## config.mk

```make
export PLATFORM = sky130hd
export DESIGN_NAME = hazard_ctrl
export DESIGN_NICKNAME = d
export VERILOG_FILES = /design/src/rtl/mips_pkg.sv /design/src/rtl/hazard_cmp.sv /design/src/rtl/hazard_ctrl.sv
export SDC_FILE = /design/constraint.sdc
export NUM_CORES = 1
export LEC_CHECK = 0
export CORE_UTILIZATION = 45
export CTS_BUF_LIST = sky130_fd_sc_hd__clkbuf_16
export CTS_CLUSTER_DIAMETER = 80
export DETAILED_ROUTE_END_ITERATION = 8
export PLACE_DENSITY = 0.77
export SYNTH_ARGS = -nofsm -noshare
export SYNTH_HDL_FRONTEND = slang
export SYNTH_SLANG_ARGS = --single-unit
```

## constraint.sdc

```tcl
create_clock -name clk -period 5.6 [get_ports clk]
set_input_delay 0.56 -clock clk [delete_from_list [all_inputs] [get_ports clk]]
set_output_delay 0.56 -clock clk [all_outputs]
set_load 0.005 [all_outputs]
```

## src/rtl/mips_pkg.sv

```systemverilog
// Shared definitions for the 5-stage MIPS core: opcodes, ID/EX control-word layout,
// hazard sequencer state encoding and the bundle of pipeline control strobes.
package mips_pkg;

  localparam logic [5:0] OP_R   = 6'b000000;
  localparam logic [5:0] OP_LW  = 6'b100011;
  localparam logic [5:0] OP_SW  = 6'b101011;
  localparam logic [5:0] OP_BEQ = 6'b000100;

  // ID/EX control word: WB[8:7] | M[6:4] | EX[3:0]
  localparam int CTRL_W = 9;
  localparam int WB_HI  = 8;
  localparam int WB_LO  = 7;
  localparam int M_HI   = 6;
  localparam int M_LO   = 4;
  localparam int EX_HI  = 3;
  localparam int EX_LO  = 0;

  typedef enum logic [1:0] {
    ST_INIT     = 2'd0,
    ST_RUN      = 2'd1,
    ST_MEM_WAIT = 2'd2
  } hz_state_t;

  typedef struct packed {
    logic pc_we;
    logic pc_src_branch;
    logic ifid_we;
    logic ifid_flush;
    logic idex_bubble;
    logic exmem_flush;
    logic freeze;
  } hz_ctrl_t;

  // Values driven in INIT and while reset is asserted: pipeline emptied, nothing advances.
  localparam hz_ctrl_t CTRL_INIT = '{pc_we: 1'b0, pc_src_branch: 1'b0, ifid_we: 1'b0,
                                     ifid_flush: 1'b1, idex_bubble: 1'b1,
                                     exmem_flush: 1'b1, freeze: 1'b0};

  localparam hz_ctrl_t CTRL_RUN  = '{pc_we: 1'b1, pc_src_branch: 1'b0, ifid_we: 1'b1,
                                     ifid_flush: 1'b0, idex_bubble: 1'b0,
                                     exmem_flush: 1'b0, freeze: 1'b0};

  // R-type, beq and sw read rt as a source; lw and everything else only read rs.
  function automatic logic op_uses_rt(input logic [5:0] op);
    logic r;
    r = 1'b0;
    case (op)
      OP_R, OP_BEQ, OP_SW: r = 1'b1;
      default:             r = 1'b0;
    endcase
    return r;
  endfunction

endpackage

```

## src/rtl/hazard_cmp.sv

```systemverilog
// Load-use hazard detector: a load in EX whose destination is read by the
// instruction in ID. Register $0 never creates a dependency.
module hazard_cmp
  import mips_pkg::*;
(
  input  logic [5:0] id_opcode,
  input  logic [4:0] id_rs,
  input  logic [4:0] id_rt,
  input  logic       ex_mem_read,
  input  logic [4:0] ex_rt,
  output logic       load_use
);

  logic rs_hit;
  logic rt_hit;

  always_comb begin
    rs_hit   = (ex_rt == id_rs);
    rt_hit   = op_uses_rt(id_opcode) && (ex_rt == id_rt);
    load_use = ex_mem_read && (ex_rt != 5'd0) && (rs_hit || rt_hit);
  end

endmodule

```

## src/rtl/hazard_ctrl.sv

```systemverilog
// Pipeline hazard sequencer: load-use stalls, branch-taken flushes resolved in MEM,
// global freeze while data memory is busy, plus saturating stall/flush counters.
//
//   state       | meaning
//   ------------+-----------------------------------------------------------
//   ST_INIT     | one cycle after reset: flush IF/ID, EX/MEM, bubble ID/EX
//   ST_RUN      | normal issue; branch flush > load-use stall priority
//   ST_MEM_WAIT | data memory busy; whole pipe frozen until dmem_ready
module hazard_ctrl
  import mips_pkg::*;
#(
  parameter int CNT_W       = 16,
  parameter int MEM_TIMEOUT = 64
) (
  input  logic             clk,
  input  logic             rst_n,
  input  logic [5:0]       id_opcode,
  input  logic [4:0]       id_rs,
  input  logic [4:0]       id_rt,
  input  logic             ex_mem_read,
  input  logic [4:0]       ex_rt,
  input  logic             mem_branch_taken,
  input  logic             mem_access,
  input  logic             dmem_ready,
  output logic             pc_we,
  output logic             pc_src_branch,
  output logic             ifid_we,
  output logic             ifid_flush,
  output logic             idex_bubble,
  output logic             exmem_flush,
  output logic             freeze,
  output logic             mem_timeout,
  output logic [CNT_W-1:0] stall_cnt,
  output logic [CNT_W-1:0] flush_cnt
);

  localparam int WW = (MEM_TIMEOUT > 2) ? $clog2(MEM_TIMEOUT) : 1;
  localparam logic [WW-1:0] WAIT_LAST = WW'(MEM_TIMEOUT - 1);
  // Arm one count early so the flag is already visible on the MEM_TIMEOUT-th frozen cycle.
  localparam logic [WW-1:0] WAIT_ARM  = WW'(MEM_TIMEOUT - 2);

  hz_state_t state, state_nxt;
  hz_ctrl_t  ctl;
  logic      load_use;
  logic      mem_stall;
  logic      br_flush;
  logic [WW-1:0] wait_cnt;

  hazard_cmp u_cmp (
    .id_opcode   (id_opcode),
    .id_rs       (id_rs),
    .id_rt       (id_rt),
    .ex_mem_read (ex_mem_read),
    .ex_rt       (ex_rt),
    .load_use    (load_use)
  );

  always_ff @(posedge clk or negedge rst_n) begin
    if (!rst_n) state <= ST_INIT;
    else        state <= state_nxt;
  end

  always_comb begin
    state_nxt = state;
    ctl       = CTRL_INIT;
    mem_stall = 1'b0;
    br_flush  = 1'b0;
    case (state)
      ST_INIT: begin
        state_nxt = ST_RUN;
      end
      ST_RUN, ST_MEM_WAIT: begin
        ctl = CTRL_RUN;
        if ((state == ST_RUN) ? (mem_access && !dmem_ready) : !dmem_ready) begin
          mem_stall   = 1'b1;
          ctl.freeze  = 1'b1;
          ctl.pc_we   = 1'b0;
          ctl.ifid_we = 1'b0;
          state_nxt   = ST_MEM_WAIT;
        end else begin
          state_nxt = ST_RUN;
          if (mem_branch_taken) begin
            // The load-use consumer sits in IF/ID and is flushed anyway.
            br_flush          = 1'b1;
            ctl.pc_src_branch = 1'b1;
            ctl.ifid_flush    = 1'b1;
            ctl.idex_bubble   = 1'b1;
            ctl.exmem_flush   = 1'b1;
          end else if (load_use) begin
            ctl.pc_we       = 1'b0;
            ctl.ifid_we     = 1'b0;
            ctl.idex_bubble = 1'b1;
          end
        end
      end
      default: state_nxt = ST_INIT;
    endcase
  end

  always_ff @(posedge clk or negedge rst_n) begin
    if (!rst_n) begin
      wait_cnt    <= '0;
      mem_timeout <= 1'b0;
    end else if (mem_stall) begin
      if (wait_cnt != WAIT_LAST) wait_cnt <= wait_cnt + 1'b1;
      if (wait_cnt >= WAIT_ARM)  mem_timeout <= 1'b1;
    end else begin
      wait_cnt <= '0;
    end
  end

  always_ff @(posedge clk or negedge rst_n) begin
    if (!rst_n) begin
      stall_cnt <= '0;
      flush_cnt <= '0;
    end else begin
      if ((state != ST_INIT) && !ctl.pc_we && (stall_cnt != {CNT_W{1'b1}}))
        stall_cnt <= stall_cnt + 1'b1;
      if (br_flush && (flush_cnt != {CNT_W{1'b1}}))
        flush_cnt <= flush_cnt + 1'b1;
    end
  end

  assign pc_we         = ctl.pc_we;
  assign pc_src_branch = ctl.pc_src_branch;
  assign ifid_we       = ctl.ifid_we;
  assign ifid_flush    = ctl.ifid_flush;
  assign idex_bubble   = ctl.idex_bubble;
  assign exmem_flush   = ctl.exmem_flush;
  assign freeze        = ctl.freeze;

endmodule
```

Word-level counts from Yosys, hierarchy flattened --
Index checks and enable logic that the tools add are counted.
Cells by class: divide/modulo/power cells 0, shift-type cells 0, equal/unequal tests 10, bitwise operators 0, multiplexer cells 18, reductions and logical operators 17, $lt $le $gt $ge 1, $add $sub $neg 3, multipliers 0
Operator list (count):
- $add A16 B1 Y16 const B | 2
- $ne A16 B16 Y1 const B | 2
- $mux W1 | 12
- $mux W6 | 2
- $eq A5 B5 Y1 | 2
- $logic_and A1 B1 Y1 | 7
- $mux W7 | 1
- $add A6 B1 Y6 const B | 1
- $eq A6 B3 Y1 const B | 1
- $eq A6 B6 Y1 const B | 1
- $ge A6 B6 Y1 const B | 1
- $logic_not A6 Y1 | 1
- $ne A6 B6 Y1 const B | 1
- $reduce_bool A5 Y1 | 1
- $pmux W2 S2 | 1
- $mux W3 | 1
- $reduce_or A3 Y1 | 1
- $eq A2 B1 Y1 const B | 1
- $eq A2 B2 Y1 const B | 1
- $logic_not A1 Y1 | 2
- $logic_not A2 Y1 | 1
- $mux W2 | 1
- $ne A2 B1 Y1 const B | 1
- $reduce_and A2 Y1 | 1
- 3 further kinds | 3
Storage, ports and cells: memory bits (read-only) 0, input port bits 27, latch bits 0, register bits 41, memories kept 0, bits in writable memories 0

Logic depth before layout (Yosys ltp) --
depth in word-level cells 13, depth in mapped cells 9

Hierarchy --
From an unflattened synthesis, not the netlist that was laid out.
Second synthesis, totals: cell total of the unflattened synthesis 222, area total of the unflattened synthesis 2311.0 µm²
By module, submodules not included:
- hazard_ctrl | area an instance 2147.1 µm², cells an instance 201, instances 1
- hazard_cmp | area an instance 163.9 µm², cells an instance 21, instances 1

Least setup slack after synthesis --
OpenSTA, ideal clock, no wires.
kind input-to-output, start point input ex_rt[1], end point output pc_we, cell stages on the path 7, data arrival time 2014 ps, slack 3026 ps, data required time 5040 ps, buffers on the path 2, cell sequence or4_1 -> o211a_1 -> a31oi_1 -> o31ai_4 -> buf_6 -> inv_1 -> buf_4
On the way: cells in the longest elaborated chain, start to end 8
RTL lines:
- start, declared | RTL line hazard_ctrl.sv:21 | input logic [4:0] ex_rt,
- $eq A5 B5 Y1 | RTL line hazard_cmp.sv:19 | rt_hit = op_uses_rt(id_opcode) && (ex_rt == id_rt);
- $logic_and A1 B1 Y1 | RTL line hazard_cmp.sv:19
- $logic_or A1 B1 Y1 | RTL line hazard_cmp.sv:20 | load_use = ex_mem_read && (ex_rt != 5'd0) && (rs_hit || rt_hit);
- $logic_and A1 B1 Y1 * | RTL line hazard_cmp.sv:20
- $mux W1 * | RTL line hazard_ctrl.sv:89 | end else if (load_use) begin
- $mux W1 * | RTL line hazard_ctrl.sv:82 | if (mem_branch_taken) begin
- $mux W1 * | RTL line hazard_ctrl.sv:74 | if ((state == ST_RUN) ? (mem_access && !dmem_ready) : !dmem_ready) begin
- $mux W7 * | RTL line hazard_ctrl.sv:68 | case (state)
- end, declared | RTL line hazard_ctrl.sv:25 | output logic pc_we,
Every way passes the cells marked *; elsewhere a longest branch is shown, timed or not.

Worst setup path after layout --
start point input id_opcode[1], end point output ifid_we
On the way: cells in the longest elaborated chain, start to end 10
RTL lines:
- start, declared | RTL line hazard_ctrl.sv:17 | input logic [5:0] id_opcode,
- $eq A6 B3 Y1, or another cell as far along | RTL line mips_pkg.sv:48 | case (op)
- $reduce_or A3 Y1 * | RTL line mips_pkg.sv:48
- $mux W1 * | RTL line mips_pkg.sv:48
- $logic_and A1 B1 Y1 * | RTL line hazard_cmp.sv:19
- $logic_or A1 B1 Y1 * | RTL line hazard_cmp.sv:20
- $logic_and A1 B1 Y1 * | RTL line hazard_cmp.sv:20
- $mux W1 * | RTL line hazard_ctrl.sv:89
- $mux W1 * | RTL line hazard_ctrl.sv:82
- $mux W1 * | RTL line hazard_ctrl.sv:74
- $mux W7 * | RTL line hazard_ctrl.sv:68
- end, declared | RTL line hazard_ctrl.sv:27 | output logic ifid_we,
Marked as above.

==> qor.yml <==
status:
  status: "finished clean"
global_routing:
  grt_pass1_wl_um: 7730
  grt_pass1_vias: 1755
  grt_max_degree: 42
  antenna_found_initial: 0
  grt_overflow: 0
  grtUsageTotal: 0.187
drt:
  routed_wl_um: 4460
  firstDrtPassIters: 5
  wire_per_inst_um: 12.6
  drt_iter0_markers: 103
  drc: 0
  final_antenna_net_count: 0
  via_per_inst: 5.08
  num_vias: 1793
die:
  coreArea_mm2: 0.00475
  fp.dieW_um: 72.5
  initial_core_util: 0.470
  std_cell_rows: 25
  die_area_mm2: 0.00525
  die_h_um: 72.5
  pin_count: 67
clock_tree:
  cts_repair_resize_count: 0
  clk_latency_ns: 0.28
  clock-root-buffer: "clkbuf_16"
  max-clock-path-buffers: 2
  htreeDepth: 2
  cts.clk_slew.worst_paths_ns: 0.06
  cts_setup_buffers: 0
  cts_buffers: 5
  cts_tree: "yes"
  cts.sinks: 41
  hold_buffers: 0
placed_design:
  routabilityCongestion: 0.793
  dp_hpwl_um: 3330
  numPortBuffers: 66
  post_dp_cell_area_mm2: 0.00294
timing:
  fmax_mhz: 288
  skew_ns: 0.00549
  slew_viol_final: 0
  fin_crit_sh: 0.620
  relSlewSlack: 0.405
  hold_viol_final: 0
  rsz0062_at_grt: "no"
  worst_slew_pin_slew_ns: 0.893
  layout_min_cycle_time_ns: 3.47
  tns_ns: 0
  setup_viol: 0
setup_path:
  startpoint: "id_opcode[1]"
  crit_path_end_kind: "output port"
  crit_slowest_cell: "o31ai_4"
  critPathMostFrequentCell: "clkdlybuf4s50_1"
  max_stage_delay_ns: 0.59
  cp.required_ns: 5.04
  worstSetupStartpointType: "input port"
  worstReg2RegStart: "state[1]"
  critPathKind: "input port to output port"
  ff2ff_path_depth: 8
  path_max_fanout: 16
  path_cells: "clkdlybuf4s50_1 > or4_1 > o21ai_0 > nand3_1 > o31ai_4 > inv_1 > clkdlybuf4s50_1"
  worst-endpoint-arrival_ns: 2.91
layout:
  final_net_count: 319
  postLayoutCellArea_mm2: 0.00308
  drive_gt1_frac: 0.0629
  diodes: 0
  syn_to_final_growth_pct: 37.7
  nFillCells: 400
synthesis:
  synth_area_mm2: 0.00223
  syn_inst: 216
  synth.distinct_cells: 38
  yosys_warnings: 0
  syn_avg_cell_area_um2: 10.3
  synth_nets: 250
  synth_seq_cells: 41
  seq_area_frac_synth: 0.459
job:
  maxCapViolations: 0
pwr:
  irDropWorstVdd_v: 0.000169
  powerDensity_mw_per_mm2: 365
  p_leak_nw: 1.32
  total_power_mw: 1.12
min_path:
  hold_path_class: "input port to asynchronous set/reset pin"
[final cells by class]
type,instances,area [µm²],area share
Multi-Input combinational cell,159,1130,0.366
Inverter,11,41.3,0.0134
Sequential cell,41,1030,0.333
Clock inverter,3,12.5,0.00407
Tap cell,67,83.8,0.0272
Timing Repair Buffer,67,663,0.215
Clock buffer,5,125,0.0407
[registers in the layout, summed over array words and instances, names as in the netlist]
signal / cells
wait_cnt: 6
state: 2
flush_cnt: 16
mem_timeout: 1
stall_cnt: 16
[critical path, delay by kind of cell]
kind | cells | cell delay [ns]
AND/OR/NAND/NOR | 2 | 0.67
AO/OA/AOI/OAI | 2 | 0.68
buffers and inverters | 3 | 1.00
[layer usage]
layer | global-route usage | share of wire | vias up
met4 | 0.0610 | 0.014 | 0
li1 | - | - | 882
met2 | 0.316 | 0.49 | 54
met5 | 0 | 0 | -
met1 | 0.232 | 0.44 | 852
met3 | 0.0514 | 0.054 | 5
[worst paths after layout]
| check | to | slack, ns |
|---|---|---|
| worst max-delay path | ifid_we | 2.13 |
| worst min-delay path | stall_cnt[9] | 0.41 |
| worst max register to register | flush_cnt[13] | 3.35 |
| worst min register to register | mem_timeout | 0.48 |
| max in group asynchronous | flush_cnt[5] | 4.64 |
| min in group clk | mem_timeout | 0.48 |
[placed cells by master (no fill, tap or decap), types with 2 or more instances in the layout]
cell / netlist / routed
and3_1: 5 / 5
o21ai_0: 5 / 5
mux2_2: 2 / 2
clkbuf_16: 0 / 5
or4_1: 2 / 2
and2_1: 2 / 2
nor3_1: 7 / 7
xor2_1: 18 / 18
nand4_1: 9 / 9
a211oi_1: 2 / 2
xnor2_1: 24 / 24
clkdlybuf4s50_1: 0 / 65
nor2_1: 17 / 17
clkinv_1: 0 / 2
nor3b_1: 2 / 2
nand2_1: 17 / 17
and3_4: 2 / 2
nand3_1: 14 / 14
dfrtp_1: 41 / 41
nand4b_1: 3 / 3
ha_1: 7 / 7
a21oi_1: 2 / 2
nor4_1: 2 / 2
a31oi_1: 3 / 3
and4_1: 2 / 2
inv_1: 11 / 11
[cell families after synthesis]
family	synth area share
AOI/OAI and AO/OA	0.0554
and+or+nand+nor	0.230
xor gates and xnor gates	0.165
adders and majority gates	0.0392
DFF	0.459
buffers and inverters	0.0369
muxes	0.0146
[synth_stat cells, drive strengths merged]
cell | n | share of area
dfrtp | 41 | 0.46
nand2b | 1 | 0.0028
and4 | 2 | 0.0078
a211oi | 2 | 0.0067
and2 | 2 | 0.0056
nand2 | 17 | 0.029
and3 | 7 | 0.024
ha | 7 | 0.039
nand4 | 10 | 0.035
nand4b | 3 | 0.012
buf | 4 | 0.017
xnor2 | 24 | 0.094
a21oi | 2 | 0.0045
o211ai | 1 | 0.0034
nor2 | 17 | 0.029
mux2i | 1 | 0.0045
o21ai | 5 | 0.011
nor4 | 3 | 0.015
or4 | 3 | 0.012
a21o | 1 | 0.0039
nor2b | 1 | 0.0028
nor3b | 2 | 0.0067
xor2 | 18 | 0.071
a31oi | 3 | 0.0084
o21bai | 1 | 0.0034
o31ai | 1 | 0.0095
inv | 11 | 0.018
o211a | 1 | 0.0045
nand3 | 14 | 0.031
mux2 | 2 | 0.010
or2 | 1 | 0.0028
clkbuf | 1 | 0.0017
nor3 | 7 | 0.016
[power breakdown]
part	switching [mW]	total, mW	internal, mW	leakage, nW
logic	0.196	0.442	0.245	0.715
registers	0.0603	0.411	0.351	0.539
clock network	0.109	0.270	0.161	0.0687
total	0.366	1.12	0.757	1.32
[metrics by stage]
stage / util / hold slack [ns] / worst slack (ns) / std cells
3_5_place_dp: 0.618 / 0.465 / 2.10 / 345
4_1_cts: 0.647 / 0.448 / 2.10 / 353
3_3_place_gp: 0.618 / 0.462 / 2.14 / 345
5_1_grt: 0.647 / 0.499 / 1.95 / 353
2_1_floorplan: - / 0.264 / 3.03 / 216
6_report: 0.647 / 0.409 / 2.13 / 353
(Power assumes the default switching activity.)
